## config.mk

```make
export PLATFORM = sky130hd
export DESIGN_NAME = clock_gen_flat
export DESIGN_NICKNAME = d
export VERILOG_FILES = /design/src/rtl/clock_gen_if.sv /design/src/rtl/clock_gen.sv /design/src/flat_wrapper.sv
export SDC_FILE = /design/constraint.sdc
export NUM_CORES = 1
export LEC_CHECK = 0
export BUFFER_PORTS_ARGS = -buffer_cell sky130_fd_sc_hd__buf_2
export CORE_MARGIN = 2
export CORE_UTILIZATION = 51
export DETAILED_ROUTE_END_ITERATION = 10
export GPL_TIMING_DRIVEN = 0
export PLACE_DENSITY = 0.81
export SLEW_MARGIN = 10
export SYNTH_ARGS = -nofsm -noshare
export SYNTH_HDL_FRONTEND = slang
export SYNTH_SLANG_ARGS = --single-unit
```

## constraint.sdc

```tcl
create_clock -name clk -period 1.4 [get_ports clk]
set_input_delay 0 -clock clk [delete_from_list [all_inputs] [get_ports clk]]
set_output_delay 0 -clock clk [all_outputs]
set_load 0.03 [all_outputs]
```

## src/rtl/clock_gen_if.sv

```systemverilog
`default_nettype none
// ============================================================================
//  Module   : clock_gen_if
//  Purpose  : Bundles the control inputs and generated-clock outputs of
//             clock_gen so that the CPU-clock block is connected through a
//             single port.
//  Signals  : auto_mode  1      1 = free-run, 0 = manual single-step
//             halt       1      CPU request to stop the auto clock
//             m          1      raw step button (asynchronous, bouncy)
//             div        DIV_W  half-period select (half-period = div+1 clk)
//             cpu_clk    1      generated CPU clock
//             cpu_iclk   1      inverted CPU clock
//             rising     1      one-cycle pulse on first high cycle
//             running    1      high while free-running (RUN_H / RUN_L)
//  Modports : master - drives controls, observes clocks
//             slave  - the clock generator itself
//  Revision : 1.0  initial release
// ============================================================================
interface clock_gen_if #(
    parameter int DIV_W = 8
);
    logic             auto_mode;
    logic             halt;
    logic             m;
    logic [DIV_W-1:0] div;
    logic             cpu_clk;
    logic             cpu_iclk;
    logic             rising;
    logic             running;

    modport master (
        output auto_mode, halt, m, div,
        input  cpu_clk, cpu_iclk, rising, running
    );

    modport slave (
        input  auto_mode, halt, m, div,
        output cpu_clk, cpu_iclk, rising, running
    );
endinterface
`default_nettype wire

```

## src/rtl/clock_gen.sv

```systemverilog
`default_nettype none
// ============================================================================
//  Module   : clock_gen
//  Purpose  : Programmable CPU clock generator. Derives cpu_clk from clk via
//             a half-period divider, with free-run, debounced single-step and
//             halt modes. A phase, once started, always runs to its full
//             latched length, so mode changes never create runt phases.
//  Ports    : clk   - master clock, all logic on its rising edge
//             rstn  - asynchronous active-low reset
//             bus   - clock_gen_if.slave (controls in, clocks out)
//  Params   : DIV_W    width of div
//             SCAN_DIV clk cycles per debounce sample tick (>=1)
//             DEB_LEN  equal consecutive samples to change level (>=1)
//  Revision : 1.0  initial release
// ============================================================================
module clock_gen #(
    parameter int DIV_W    = 8,
    parameter int SCAN_DIV = 4,
    parameter int DEB_LEN  = 2
) (
    input  logic          clk,
    input  logic          rstn,
    clock_gen_if.slave    bus
);

    localparam int c_SCAN_W = (SCAN_DIV > 1) ? $clog2(SCAN_DIV) : 1;

    typedef enum logic [1:0] {
        ST_STOP   = 2'd0,
        ST_RUN_H  = 2'd1,
        ST_RUN_L  = 2'd2,
        ST_STEP_H = 2'd3
    } state_t;

    // ------------------------------------------------------------------
    // Button synchroniser and debouncer
    // ------------------------------------------------------------------
    logic [1:0]          r_m_sync;
    logic [c_SCAN_W-1:0] r_scan_cnt;
    logic [DEB_LEN-1:0]  r_deb_sh;
    logic                r_deb;
    logic                r_deb_q;
    logic                w_scan_tick;
    logic [DEB_LEN-1:0]  w_deb_shift;
    logic                w_step_req;

    assign w_scan_tick = (r_scan_cnt == c_SCAN_W'(SCAN_DIV - 1));

    generate
        if (DEB_LEN == 1) begin : g_deb_one
            assign w_deb_shift = r_m_sync[1];
        end else begin : g_deb_multi
            assign w_deb_shift = {r_deb_sh[DEB_LEN-2:0], r_m_sync[1]};
        end
    endgenerate

    always_ff @(posedge clk or negedge rstn) begin
        if (!rstn) begin
            r_m_sync   <= '0;
            r_scan_cnt <= '0;
            r_deb_sh   <= '0;
            r_deb      <= 1'b0;
            r_deb_q    <= 1'b0;
        end else begin
            r_m_sync <= {r_m_sync[0], bus.m};
            r_deb_q  <= r_deb;
            if (w_scan_tick) begin
                r_scan_cnt <= '0;
                r_deb_sh   <= w_deb_shift;
                // Level only moves once every sample in the window agrees;
                // a mixed window keeps the previous level.
                if (&w_deb_shift) begin
                    r_deb <= 1'b1;
                end else if (~|w_deb_shift) begin
                    r_deb <= 1'b0;
                end
            end else begin
                r_scan_cnt <= r_scan_cnt + c_SCAN_W'(1);
            end
        end
    end

    // One request per debounced press; holding the button adds nothing.
    assign w_step_req = r_deb & ~r_deb_q;

    // ------------------------------------------------------------------
    // Phase divider and clock FSM (all outputs registered)
    // ------------------------------------------------------------------
    state_t           r_state;
    logic [DIV_W-1:0] r_cnt;
    logic [DIV_W-1:0] r_div_q;
    logic             r_cpu_clk;
    logic             r_cpu_iclk;
    logic             r_rising;
    logic             r_running;
    logic             w_phase_end;
    logic             w_auto_go;

    assign w_phase_end = (r_cnt == r_div_q);
    assign w_auto_go   = bus.auto_mode & ~bus.halt;

    always_ff @(posedge clk or negedge rstn) begin
        if (!rstn) begin
            r_state    <= ST_STOP;
            r_cnt      <= '0;
            r_div_q    <= '0;
            r_cpu_clk  <= 1'b0;
            r_cpu_iclk <= 1'b1;
            r_rising   <= 1'b0;
            r_running  <= 1'b0;
        end else begin
            r_rising <= 1'b0;
            case (r_state)
                ST_STOP: begin
                    r_cnt <= '0;
                    // Auto mode has priority over a coincident step request.
                    if (w_auto_go) begin
                        r_state    <= ST_RUN_H;
                        r_div_q    <= bus.div;
                        r_cpu_clk  <= 1'b1;
                        r_cpu_iclk <= 1'b0;
                        r_rising   <= 1'b1;
                        r_running  <= 1'b1;
                    end else if (!bus.auto_mode && w_step_req) begin
                        r_state    <= ST_STEP_H;
                        r_div_q    <= bus.div;
                        r_cpu_clk  <= 1'b1;
                        r_cpu_iclk <= 1'b0;
                        r_rising   <= 1'b1;
                        r_running  <= 1'b0;
                    end
                end
                ST_RUN_H: begin
                    // Controls are not sampled here so a high phase is never cut short.
                    if (w_phase_end) begin
                        r_state    <= ST_RUN_L;
                        r_cnt      <= '0;
                        r_div_q    <= bus.div;
                        r_cpu_clk  <= 1'b0;
                        r_cpu_iclk <= 1'b1;
                    end else begin
                        r_cnt <= r_cnt + DIV_W'(1);
                    end
                end
                ST_RUN_L: begin
                    if (w_phase_end) begin
                        r_cnt   <= '0;
                        r_div_q <= bus.div;
                        if (w_auto_go) begin
                            r_state    <= ST_RUN_H;
                            r_cpu_clk  <= 1'b1;
                            r_cpu_iclk <= 1'b0;
                            r_rising   <= 1'b1;
                        end else begin
                            r_state   <= ST_STOP;
                            r_running <= 1'b0;
                        end
                    end else begin
                        r_cnt <= r_cnt + DIV_W'(1);
                    end
                end
                ST_STEP_H: begin
                    // Step requests arriving here are dropped, not queued.
                    if (w_phase_end) begin
                        r_state    <= ST_STOP;
                        r_cnt      <= '0;
                        r_div_q    <= bus.div;
                        r_cpu_clk  <= 1'b0;
                        r_cpu_iclk <= 1'b1;
                    end else begin
                        r_cnt <= r_cnt + DIV_W'(1);
                    end
                end
                default: begin
                    r_state    <= ST_STOP;
                    r_cnt      <= '0;
                    r_cpu_clk  <= 1'b0;
                    r_cpu_iclk <= 1'b1;
                    r_running  <= 1'b0;
                end
            endcase
        end
    end

    assign bus.cpu_clk  = r_cpu_clk;
    assign bus.cpu_iclk = r_cpu_iclk;
    assign bus.rising   = r_rising;
    assign bus.running  = r_running;

endmodule
`default_nettype wire

```

## src/flat_wrapper.sv

```systemverilog
// flat-port wrapper written by rule: the top's interface ports become plain ports
module clock_gen_flat 
#(
    parameter int DIV_W    = 8,
    parameter int SCAN_DIV = 4,
    parameter int DEB_LEN  = 2
)
  (clk, rstn, bus_auto_mode, bus_halt, bus_m, bus_div, bus_cpu_clk, bus_cpu_iclk, bus_rising, bus_running);
  clock_gen_if #(.DIV_W(DIV_W)) bus_i ();
  input  logic clk;
  input  logic rstn;
  input wire logic [$bits(bus_i.auto_mode)-1:0] bus_auto_mode;
  input wire logic [$bits(bus_i.halt)-1:0] bus_halt;
  input wire logic [$bits(bus_i.m)-1:0] bus_m;
  input wire logic [$bits(bus_i.div)-1:0] bus_div;
  output wire logic [$bits(bus_i.cpu_clk)-1:0] bus_cpu_clk;
  output wire logic [$bits(bus_i.cpu_iclk)-1:0] bus_cpu_iclk;
  output wire logic [$bits(bus_i.rising)-1:0] bus_rising;
  output wire logic [$bits(bus_i.running)-1:0] bus_running;
  assign bus_i.auto_mode = bus_auto_mode;
  assign bus_i.halt = bus_halt;
  assign bus_i.m = bus_m;
  assign bus_i.div = bus_div;
  assign bus_cpu_clk = bus_i.cpu_clk;
  assign bus_cpu_iclk = bus_i.cpu_iclk;
  assign bus_rising = bus_i.rising;
  assign bus_running = bus_i.running;
  clock_gen #(.DIV_W(DIV_W), .SCAN_DIV(SCAN_DIV), .DEB_LEN(DEB_LEN)) u_core (.clk(clk), .rstn(rstn), .bus(bus_i));
endmodule
```

# Word level (Yosys, flattened, before mapping)
# Cells that the tools add are included.
# op_classes
n_addsub	2
n_mul	0
div	0
order_cmp	0
eq_ne	14
shift	0
muxes	37
bitwise	4
n_reduce_logical	13
# op_table
cell	n
8-bit two-way mux	4
8-bit one-hot mux with 2 select lines	2
1-bit two-way mux	20
2-bit by 1-bit inequality test with 1-bit output, second input constant	7
2-bit two-way mux	6
4-bit AND reduction	3
8-bit by 1-bit adder with 8-bit output, second input constant	1
8-bit equality test	1
2-bit one-hot mux with 4 select lines	1
2-bit equality test, second input constant	3
1-bit one-hot mux with 3 select lines	2
2-bit AND reduction	3
1-bit one-hot mux with 2 select lines	2
2-bit OR reduction	2
3-bit by 1-bit inequality test with 1-bit output, second input constant	1
3-bit OR reduction	1
2-bit by 1-bit adder with 2-bit output, second input constant	1
1-bit AND	2
2-bit by 1-bit equality test with 1-bit output, second input constant	1
2-bit logical NOT	1
2-bit inequality test, second input constant	1
1-bit NOT	2
2-bit nonzero test	1
1-bit logical AND	1
1-bit logical NOT	1
# word_totals
regBits	29
latchBits	0
ram_bits	0
mem_bits_ro	0
input_bits	13
output_inout_bits	4
n_memories	0

# Longest topological paths before layout
# depth
word_depth	6
depth_mapped	5

# Worst setup path before layout
# No wires, ideal clock.
# synth_path
path_type	flip-flop to flip-flop
startpoint	register u_core.r_state[1]
endpoint	register u_core.r_div_q[0]
setup_ps	136
t_arrival_ps	1245
setup_slack_ps	20
stages_incl_launch_ff	5
path_buffers	1
synth_period_minus_slack_ps	1380
path_cell_list	dfrtp_1 -> or4_1 -> buf_2 -> nand2_1 -> o211ai_1
# synth_via
elab_chain_len	4
elab_cells_between_ends	9
cone_classes	5 x eq/ne; 1 x mux; 3 x reduce/logical
# synth_rtl
element	line	source
start: declaration	clock_gen.sv:89	state_t r_state;
start signal: assignment	clock_gen.sv:104	r_state <= ST_STOP;
start signal: assignment	clock_gen.sv:118	r_state <= ST_RUN_H;
start signal: assignment	clock_gen.sv:125	r_state <= ST_STEP_H;
2-bit by 1-bit equality test with 1-bit output or 2-bit equality test (tied branches)	clock_gen.sv:113	case (r_state)
3-bit OR reduction (no line)	n/a	
2-bit by 1-bit inequality test with 1-bit output (no line)	n/a	
2-bit AND reduction (no line)	n/a	
end signal: assignment	clock_gen.sv:119	r_div_q <= bus.div;
end signal: assignment	clock_gen.sv:126	r_div_q <= bus.div;
end signal: assignment	clock_gen.sv:138	r_div_q <= bus.div;
end: declaration	clock_gen.sv:91	logic [DIV_W-1:0] r_div_q;
# Parallel ways exist; a longest one is shown, timed or not.
# A chain may end at the register's enable or synchronous reset.

# Final worst setup path
# layout_path
startpoint	register u_core.r_div_q[6]
endpoint	register u_core.r_div_q[0]
# layout_via
elab_chain_len	3
# layout_rtl
element	line	source
8-bit equality test	clock_gen.sv:99	assign w_phase_end = (r_cnt == r_div_q);
2-bit by 1-bit inequality test with 1-bit output (no line)	n/a	
2-bit AND reduction (no line)	n/a	
# Every way passes these cells.

==> impl_metrics.json <==
{
  "final_common_cell": "dfrtp_1",
  "synthXorXnorAreaFrac": 0.08559,
  "grt_util_met2": 0.3727,
  "yosysWarnings": 0,
  "critPathTopFamily": "flip-flops",
  "r2r_end": "u_core.r_div_q[0]",
  "slew_violations": 0,
  "ant_nets": 0,
  "antenna_found_initial": 0,
  "synth_top_family_by_area": "simple AND/OR/NAND/NOR gates",
  "powerDensity_nw_per_um2": 750.5,
  "grt_usage": 0.2224,
  "clock-sinks": 29,
  "fin_crit_ns": 1.533,
  "vias_per_cell": 6.100,
  "synthDistinctLibCells": 36,
  "synth_compound_area_frac": 0.1642,
  "syn_area_sq_um": 1433,
  "hold_path_depth": 4,
  "syn-num-nets": 148,
  "grt_max_degree": 30,
  "post-synth-top-area-cell": "dfrtp_1",
  "place_hpwl_microns": 2046,
  "setup_violations": 21,
  "skew_ns": 0.009194,
  "insertion_delay_ns": 0.34,
  "p_sw_frac": 0.2251,
  "ys.flop_type": "dfrtp_1",
  "max_freq_ghz": 0.6523,
  "cp-startpoint": "u_core.r_div_q[6]",
  "async_reset_ff_frac": 1.000,
  "drt_pass1_iterations": 4,
  "synth_mux_area_frac": 0.01572,
  "clk_pin_slew_ns": 0.09,
  "worst-path-stages": 5,
  "insertedDiodeCount": 0,
  "rows": 19,
  "crit_arrival_ns": 1.74,
  "crit_fanout": 10,
  "synth_seq_cells": 29,
  "yosys.area.top_type_share": 0.4891,
  "max-clock-path-buffers": 2,
  "yosys.area_share.simple": 0.1782,
  "grt_pass1_wl_microns": 5492,
  "fp.dieW_microns": 57,
  "nets": 196,
  "p_leak_nw": 0.8402,
  "path_class": "flip-flop to flip-flop",
  "reg2reg_depth": 5,
  "worstSetupEndpoint": "u_core.r_div_q[0]",
  "ys_seq_area_frac": 0.5074,
  "timing.rr.start": "u_core.r_div_q[6]",
  "hold_violations": 0,
  "crit_chain": "xnor2_2 > nand4_1 > buf_6 > o221ai_1 > o211ai_1",
  "die_h_microns": 57,
  "synthesis.instances": 132,
  "power_w": 0.001466,
  "dpl_cell_area_sq_um": 1551,
  "synth_edf_count": 0,
  "htree_num_levels": 2,
  "seq_power_share": 0.584,
  "r2r_slack_ns": -0.13,
  "port_buffers": 16,
  "yosys-top-cells-area": "dfrtp_1, o221ai_1, xnor2_1",
  "place_inst": 179,
  "busiest_layer": "met2",
  "hold_class": "primary input to flip-flop",
  "syn_area_per_cell_sq_um": 10.85,
  "cts_tree": "done",
  "crit_path_start_kind": "flip-flop",
  "drive_above_1_share": 0.3833,
  "period_share": 1.095,
  "use_met1": 0.2665,
  "cpPeakStageDelay_ns": 0.44,
  "drtIter0Drc": 60,
  "worstSetupEndpointType": "flip-flop",
  "tightest_slew_ns": 0.6204,
  "wl_microns": 3475,
  "syn_to_final_growth_pct": 36.33,
  "status": "complete, but fails checks",
  "violations": "setup timing",
  "grt_pass1_vias": 1245,
  "cp_num_buf_inv": 1,
  "synthAdderAreaFrac": 0.02620,
  "initial_core_util": 0.5286,
  "fin_area_sq_um": 1953,
  "p_comb_frac": 0.065,
  "vias": 1287,
  "rsz0062_at_grt": "true",
  "setup-tns-final_ns": -2.025,
  "slew_headroom": 0.5864,
  "max_cap_viol_count": 0,
  "worstPathRequired_ns": 1.61,
  "vdd_ir_drop_max_uv": 841.7,
  "setup_ws_ns": -0.1330,
  "clkPwrFrac": 0.351,
  "ios": 17,
  "core_sq_um": 2710,
  "stdcell_count": 211,
  "grt_use_met3": 0.06122,
  "most-common-layout-cells": "dfrtp_1, buf_2, buf_4, nand2_1, nor2_1",
  "die_area_sq_um": 3249,
  "grt-ovfl-total": 0,
  "crit_slowest_cell": "dfrtp_1",
  "place.gp.congestion": 0.8307,
  "wl_per_cell_microns": 16.47,
  "cellInternalPower_w": 0.001136,
  "fin_util": 0.7207,
  "root_buffer": "clkbuf_4",
  "drc": 0,
  "cts_buffers": 5,
  "power.switching_w": 0.0003300
}
[cell usage after synthesis, types with 2 or more instances]
| master | n |
|---|---|
| nand4_1 | 2 |
| clkbuf_1 | 2 |
| nor2_1 | 12 |
| nand2_1 | 17 |
| nand3_1 | 6 |
| mux2_2 | 2 |
| o221ai_1 | 9 |
| and3_1 | 2 |
| xor2_1 | 5 |
| buf_2 | 2 |
| o211ai_1 | 8 |
| dfrtp_1 | 28 |
| xnor2_1 | 9 |
| ha_1 | 3 |
| inv_1 | 2 |
| o21ai_0 | 3 |
[worst min path at each step]
stage	from	endpoint
final	bus_halt	u_core.bus.rising
after global routing	bus_halt	u_core.bus.rising
after CTS	bus_halt	u_core.bus.rising
after detailed placement	rstn	u_core.bus.cpu_clk
after global placement	rstn	u_core.r_deb
after floorplan	rstn	u_core.bus.cpu_clk
[routing by layer]
| metal | vias up | part of all wire |
|---|---|---|
| met5 | - | 0 |
| met4 | 0 | 0.039 |
| met3 | 19 | 0.058 |
| met2 | 56 | 0.51 |
| met1 | 627 | 0.39 |
| li1 | 585 | - |
[worst reg2reg max path, cell delays in order (launching register included)]
cell and delay (ns):
dfrtp_1 0.44, xnor2_2 0.18, nand4_1 0.24, buf_6 0.23
o221ai_1 0.20, o211ai_1 0.12
[metrics by stage]
| stage | hold WS, ns | setup WS (ns) |
|---|---|---|
| 2_1_floorplan | -0.2956 | 0.01960 |
| 3_3_place_gp | 0.04307 | -0.06517 |
| 3_5_place_dp | 0.05237 | -0.1051 |
| 4_1_cts | 0.03927 | -0.04583 |
| 5_1_grt | 0.1017 | -0.1937 |
| 6_report | 0.06761 | -0.1330 |
[layout make-up]
class	instances	area, sq um
Timing Repair Buffer	40	285.3
Fill cell	182	757.0
Buffer	5	38.79
Tap cell	31	38.79
Sequential cell	29	730.7
Inverter	2	7.507
Multi-Input combinational cell	97	797.0
Clock buffer	7	55.05
[power by group through the flow]
stage | clock (W) | combinational [W] | sequential, W
global placement | 0 | 0.0000590 | 0.000871
global route | 0.000549 | 0.000107 | 0.000857
detailed placement | 0 | 0.0000627 | 0.000872
floorplan | 0 | 0.0000238 | 0.000870
finish | 0.000514 | 0.0000957 | 0.000856
CTS | 0.000520 | 0.0000880 | 0.000857
[repair_timing]
item | CTS | global route
pin swaps | 3 | 7
endpoints found under the hold margin | 37 | 0
endpoints found under the setup margin | 18 | 22
gates cloned | 0 | 1
gates resized for setup | 13 | 15
setup buffers | 11 | 3
hold buffers | 10 | 0
[state kept, by name (all words and copies together), names as in the netlist, 2 cells and up]
register,flops
u_core.r_div_q,8
u_core.r_cnt,8
u_core.r_state,2
u_core.r_m_sync,2
u_core.r_scan_cnt,2
[cells by family (layout without fill, tap and decap cells)]
group,count (synthesis),in the layout
AO/OA/AOI/OAI,28,29
XOR/XNOR,14,14
adder cells (fa/ha/maj),3,3
buffers and inverters,7,54
flip-flops,29,29
multiplexers,2,2
AND/OR/NAND/NOR,49,49
Note: power is estimated with default switching activity, not from simulation.
